**config.mk**
```make
export PLATFORM = sky130hd
export DESIGN_NAME = fir_tx_code_gen
export DESIGN_NICKNAME = d
export VERILOG_FILES = /design/src/rtl/fir_tx_pkg.sv /design/src/rtl/fir_tx_chip_map.sv /design/src/rtl/fir_tx_code_gen.sv
export SDC_FILE = /design/constraint.sdc
export NUM_CORES = 1
export LEC_CHECK = 0
export CORE_ASPECT_RATIO = 0.8
export CORE_MARGIN = 2
export CORE_UTILIZATION = 32
export DETAILED_ROUTE_END_ITERATION = 7
export DONT_BUFFER_PORTS = 1
export PLACE_DENSITY_LB_ADDON = 0.1
export SYNTH_ARGS = -nofsm -noshare
export SYNTH_HDL_FRONTEND = slang
export SYNTH_HIERARCHICAL = 1
export SYNTH_SLANG_ARGS = --single-unit
```
**constraint.sdc**
```tcl
create_clock -name CLK -period 3.15 [get_ports CLK]
set_input_delay 0.315 -clock CLK [delete_from_list [all_inputs] [get_ports CLK]]
set_output_delay 0.315 -clock CLK [all_outputs]
set_load 0.02 [all_outputs]
```
**src/rtl/fir_tx_pkg.sv**
```systemverilog
`default_nettype none
// ============================================================================
// Module      : fir_tx_pkg
// Description : Shared state encoding and default code constants for the
//               transmit code generator.
// Revision    : 1.0 - initial release
// ============================================================================
package fir_tx_pkg;

    localparam int          c_CODE_LEN    = 13;
    localparam logic [31:0] c_CODE_BITS   = 32'h0000_1F35;  // Barker-13
    localparam int          c_AMPLITUDE   = 362;
    localparam int          c_CHIP_IDX_W  = 5;              // covers CODE_LEN up to 32

    typedef enum logic [1:0] {
        ST_IDLE = 2'd0,
        ST_EMIT = 2'd1,
        ST_GAP  = 2'd2
    } txState_t;

endpackage
`default_nettype wire

```
**src/rtl/fir_tx_chip_map.sv**
```systemverilog
`default_nettype none
// ============================================================================
// Module      : fir_tx_chip_map
// Description : Combinational chip index + polarity to signed 32-bit sample.
// Revision    : 1.0 - initial release
// ============================================================================
module fir_tx_chip_map
    import fir_tx_pkg::*;
#(
    parameter int          CODE_LEN  = c_CODE_LEN,
    parameter logic [31:0] CODE_BITS = c_CODE_BITS,
    parameter int          AMPLITUDE = c_AMPLITUDE
) (
    input  logic [c_CHIP_IDX_W-1:0] chipIdx,
    input  logic                    invert,
    output logic signed [31:0]      sample
);

    localparam logic [c_CHIP_IDX_W-1:0] c_LAST_CHIP = c_CHIP_IDX_W'(CODE_LEN - 1);
    localparam logic signed [31:0]      c_POS       = 32'(AMPLITUDE);
    localparam logic signed [31:0]      c_NEG       = -c_POS;

    logic [c_CHIP_IDX_W-1:0] w_bitPos;
    logic                    w_chip;

    // Chip 0 is the MSB of the active code field.
    always_comb begin
        w_bitPos = c_LAST_CHIP - chipIdx;
        w_chip   = CODE_BITS[w_bitPos] ^ invert;
        sample   = w_chip ? c_POS : c_NEG;
    end

endmodule
`default_nettype wire

```
**src/rtl/fir_tx_code_gen.sv**
```systemverilog
`default_nettype none
// ============================================================================
// Module      : fir_tx_code_gen
// Description : Emits NUM_BURSTS bursts of a binary phase code separated by a
//               programmable idle gap. Define TX_PULSE_INVERT_EN to negate
//               every odd-index burst.
// Revision    : 1.0 - initial release
// ============================================================================
module fir_tx_code_gen
    import fir_tx_pkg::*;
#(
    parameter int          CODE_LEN  = c_CODE_LEN,
    parameter logic [31:0] CODE_BITS = c_CODE_BITS,
    parameter int          AMPLITUDE = c_AMPLITUDE,
    parameter int          REP_W     = 8,
    parameter int          GAP_W     = 16
) (
    input  logic                CLK,
    input  logic                reset,
    input  logic                start,
    input  logic                abort,
    input  logic [REP_W-1:0]    numBursts,
    input  logic [GAP_W-1:0]    gapLen,
    output logic signed [31:0]  outData,
    output logic                outValid,
    output logic                busy,
    output logic                done
);

    localparam logic [c_CHIP_IDX_W-1:0] c_LAST_CHIP = c_CHIP_IDX_W'(CODE_LEN - 1);

    txState_t                r_state;
    logic [c_CHIP_IDX_W-1:0] r_chipIdx;
    logic [REP_W-1:0]        r_burstIdx;
    logic [REP_W-1:0]        r_numBursts;
    logic [GAP_W-1:0]        r_gapLen;
    logic [GAP_W-1:0]        r_gapCnt;

    logic [c_CHIP_IDX_W-1:0] w_nextIdx;
    logic                    w_invert;
    logic signed [31:0]      w_sample;

    // Index and polarity of the chip that would be loaded at the next edge.
    always_comb begin
        w_nextIdx = '0;
        w_invert  = 1'b0;
        if (r_state == ST_EMIT && r_chipIdx != c_LAST_CHIP) begin
            w_nextIdx = r_chipIdx + c_CHIP_IDX_W'(1);
        end
`ifdef TX_PULSE_INVERT_EN
        if (r_state == ST_EMIT && r_chipIdx != c_LAST_CHIP) begin
            w_invert = r_burstIdx[0];
        end else if (r_state != ST_IDLE) begin
            w_invert = ~r_burstIdx[0];
        end
`endif
    end

    fir_tx_chip_map #(
        .CODE_LEN  (CODE_LEN),
        .CODE_BITS (CODE_BITS),
        .AMPLITUDE (AMPLITUDE)
    ) u_chipMap (
        .chipIdx (w_nextIdx),
        .invert  (w_invert),
        .sample  (w_sample)
    );

    always_ff @(posedge CLK) begin
        if (reset) begin
            r_state     <= ST_IDLE;
            r_chipIdx   <= '0;
            r_burstIdx  <= '0;
            r_numBursts <= '0;
            r_gapLen    <= '0;
            r_gapCnt    <= '0;
            outData     <= '0;
            outValid    <= 1'b0;
            busy        <= 1'b0;
            done        <= 1'b0;
        end else begin
            done <= 1'b0;
            if (abort) begin
                r_state  <= ST_IDLE;
                outData  <= '0;
                outValid <= 1'b0;
                busy     <= 1'b0;
            end else begin
                case (r_state)
                    ST_IDLE: begin
                        if (start) begin
                            if (numBursts == '0) begin
                                done <= 1'b1;
                            end else begin
                                r_numBursts <= numBursts;
                                r_gapLen    <= gapLen;
                                r_chipIdx   <= '0;
                                r_burstIdx  <= '0;
                                r_state     <= ST_EMIT;
                                outData     <= w_sample;
                                outValid    <= 1'b1;
                                busy        <= 1'b1;
                            end
                        end
                    end
                    ST_EMIT: begin
                        if (r_chipIdx != c_LAST_CHIP) begin
                            r_chipIdx <= w_nextIdx;
                            outData   <= w_sample;
                        end else if (r_burstIdx == r_numBursts - REP_W'(1)) begin
                            r_state  <= ST_IDLE;
                            outData  <= '0;
                            outValid <= 1'b0;
                            busy     <= 1'b0;
                            done     <= 1'b1;
                        end else if (r_gapLen == '0) begin
                            r_chipIdx  <= '0;
                            r_burstIdx <= r_burstIdx + REP_W'(1);
                            outData    <= w_sample;
                        end else begin
                            r_state  <= ST_GAP;
                            r_gapCnt <= r_gapLen - GAP_W'(1);
                            outData  <= '0;
                            outValid <= 1'b0;
                        end
                    end
                    ST_GAP: begin
                        if (r_gapCnt == '0) begin
                            r_state    <= ST_EMIT;
                            r_chipIdx  <= '0;
                            r_burstIdx <= r_burstIdx + REP_W'(1);
                            outData    <= w_sample;
                            outValid   <= 1'b1;
                        end else begin
                            r_gapCnt <= r_gapCnt - GAP_W'(1);
                        end
                    end
                    default: begin
                        r_state  <= ST_IDLE;
                        outData  <= '0;
                        outValid <= 1'b0;
                        busy     <= 1'b0;
                    end
                endcase
            end
        end
    end

endmodule
`default_nettype wire
```
==> metrics list <==
- Outcome: finished, final reports clean
- Number of antenna repair diodes: 0
- Beginning of the worst hold path: reset
* Main area contributors after synthesis: dfxtp_1, a22o_1, a21oi_1
- PD cells: 511 nW/um^2
- Of all cell types, the one taking the most synthesized area is dfxtp_1.
* RSZ-0062 raised after global routing: false
- Number of max-cap violations: 0
* Global-route met2 utilization: 24.6%
* Cell total after placement: 735
* Max-slew headroom: 47.5%
- During synthesis, Yosys emitted a total of 6 warnings.
- The count of nets left with antenna violations once routing finished came out at 0.
- Post-synthesis register bit count: 90
- Setup total negative slack on the finished layout was measured at 0 ns.
- Proportion of netlist area held by the largest area contributor: 36.7%
- STA puts the critical path data required time at 3.39 ns.
* Number of iterations in the first detailed-routing pass: 4
- The worst setup path is launched from a flip-flop.
- Maximum number of buffers from clock root to sink: 2
- Maximum clock frequency: 0.344 GHz
- Final routed wire length divided by cell count: 16.3 um
- CTS tree: yes
- X dimension of the die: 142 um
- All-layer global routing usage: 15.9%
- Arrival time at the worst endpoint: 3.15 ns
* Number of flops mapped to enable cells by yosys: 0
- First-pass GRT wire length: 20600 um
- Area grow syn2layout: 7.06%
* Worst path setup slack after routing: 0.243 ns
* Initial core utilization: 32.7%
- A synthesized cell averages 8.37 um^2.
* Sum of routed wire length over all layers: 12300 um
- Start point of the critical path: r_chipIdx[0]
* Final setup violation count: 0
- Root cell of the clock tree: clkbuf_16
- The number of endpoints with negative hold slack in the final report is 0.
* Final weighted congestion in routability-driven placement: 0.771
- Cell Chain, Critical Path: inv_1, ha_1, nand4b_1, buf_4, and3_1, inv_1, ha_1, inv_1, ha_1, o22ai_1, a21oi_1, a221oi_2, xnor2_2, buf_6, a22o_1
* Number of standard cells after synthesis: 586
- The initial antenna violation count came to 0.
* Worst vdd ir: 0.000257 V
- Number of global-route vias before repair: 3832
* Cell at the slowest stage of the critical path: a221oi_2
- Endpoint class of the critical path: flip-flop
- Sorting the synthesized cells by how often they occur yields dfxtp_1, nand2_1, a21oi_1.
* Netlist area before placement: 4910 um^2
- After detailed routing, the number of vias per cell comes to 5.44.
- By instance count, the leading cell after synthesis is dfxtp_1.
* Met1 capacity usage during global routing: 21.9%
- met2 is the most crowded layer.
- # H-tree levels: 3
* DR iter-0 viols: 241
- I/O pin total: 63
- Area taken by flip-flops and latches: 1800 um^2
* Final critical-path share of the clock period: 92.3%
* Setup Crit Path Kind: reg -> reg
* Clock edge transition at the registers on the reported setup and hold paths: 0.08 ns
- Input/output buffers: 0
* DP Worst Slack: 0.112 ns
- FP Rows: 40
- Filler Cell Count: 1579
* Largest net degree at the start of global routing: 49
- Leakage Power: 1.85 nW
- Core area: 15000 um^2
- Setup skew after layout: 0.0137 ns
- Synthesis instantiated 65 different standard cells from the library.
- GRT Residual Overflow: 0
- Counting flops with an async set or reset pin after synthesis yields a share of 0%.
* Reg-to-Reg Start: r_chipIdx[0]
- Net total in the final layout: 597
* Hold crit path type: in -> reg
- From bottom edge to top edge, the die measures 115 um.
- Maximum fanout count along the critical path: 25
- CTS saw 90 sinks.
- In this run, CTS created clock tree buffers numbering 9.
- Half-perimeter wire length after detailed placement: 8730 um
* Sequential fraction of the synthesis area: 36.7%
- The number of pins exceeding their max-slew limit in the final report came to 0.
- For the pin with the worst max-slew slack, the measured transition is 0.781 ns.
- On the worst path, the slowest cell contributes a delay of 0.39 ns.
- Number of design rule violations left after detail routing: 0
* Multi-input logic area: 2680 um^2
- Excluding fillers, the count of instances in the completed layout stands at 752.
- GR Util met3: 4.21%
- Area of the die: 16300 um^2
- DR vias: 4089
- Among all flip-flop cells after synthesis, the most frequent one is dfxtp_1.
* Later-pin clock latency in the skew report: 0.36 ns
- Of the cells placed in the final design, the portion with a size suffix greater than 1 is 10.5%.
- Subtracting the final worst setup slack from the clock period gives 2.91 ns.
[layout make-up]
cell class                 instances  area share (%)
multi-input combinational        418            51.0
inverter                          17            1.21
tap                              189            4.50
clock inverter                     7            1.41
sequential                        90            34.3
timing repair buffer              22            3.22
clock buffer                       9            4.29
[flip-flops by register name (all words and copies together), names as in the netlist, 2 cells and up]
name         count
r_gapCnt        16
r_burstIdx       8
r_gapLen        16
r_chipIdx        5
outData         32
r_state          2
r_numBursts      8
[cells by family after synthesis]
group	synth area share, %
xor+xnor	3.75
flops	36.7
other cells	0.230
mux	1.68
compound gates	24.0
fa+ha+maj	2.81
simple gates	21.7
buf+inv	9.16
[placed cells by master (no fill, tap or decap), types with 7 or more instances in the layout]
master	count
dfxtp_1	89
nand2_1	67
a21oi_1	50
nor2_1	33
a22o_1	31
nor3_1	25
o21ai_0	21
buf_4	21
inv_1	16
a31oi_1	14
nand3_1	13
xnor2_1	11
ha_1	10
or4_1	9
xor2_1	9
clkbuf_16	9
and3_1	8
nor4_1	8
o31ai_1	7
[worst paths after layout]
check,endpoint,slack (ns),cells past startpoint
min,r_chipIdx[0],0.02,1
min reg2reg,r_numBursts[7],0.49,2
max reg2reg,outData[14],0.24,15
max,outData[14],0.24,15
[routing by layer]
metal	part of all wire (%)	vias up
met3	4.7	9
met1	49	1940
met2	45	76
met4	1.1	0
met5	0	-
li1	-	2064
[critical path, delay by kind of cell (launching register included)]
family / cells / cell delay, ns
XOR/XNOR: 1 / 0.11
adder cells (fa/ha/maj): 3 / 0.59
AO/OA/AOI/OAI: 4 / 0.83
buffers and inverters: 5 / 0.55
AND/OR/NAND/NOR: 2 / 0.34
flip-flops: 1 / 0.35
[per-stage QoR]
stage	area, um^2	total power, mW	util [%]	hold slack [ns]
finish	5250	2.68	35.0	0.0203
global placement	4930	1.61	32.9	0.396
detailed placement	4930	1.62	32.9	0.399
CTS	5230	2.72	34.8	0.0122
global route	5250	2.83	35.0	0.00377
floorplan	4920	1.56	-	0.448
[power by group]
part	switching (mW)	internal (mW)	leakage [nW]
sequential	0.0690	1.18	0.732
clock	0.530	0.560	0.147
combinational	0.202	0.144	0.972
total	0.801	1.88	1.85
[what timing repair did]
item | in CTS | in global routing
buffers inserted | 0 | 1
hold buffers | 0 | 0
endpoints found under the setup margin | 0 | 32
gates resized for setup | 0 | 5
Power figures use the tool's default switching activity.
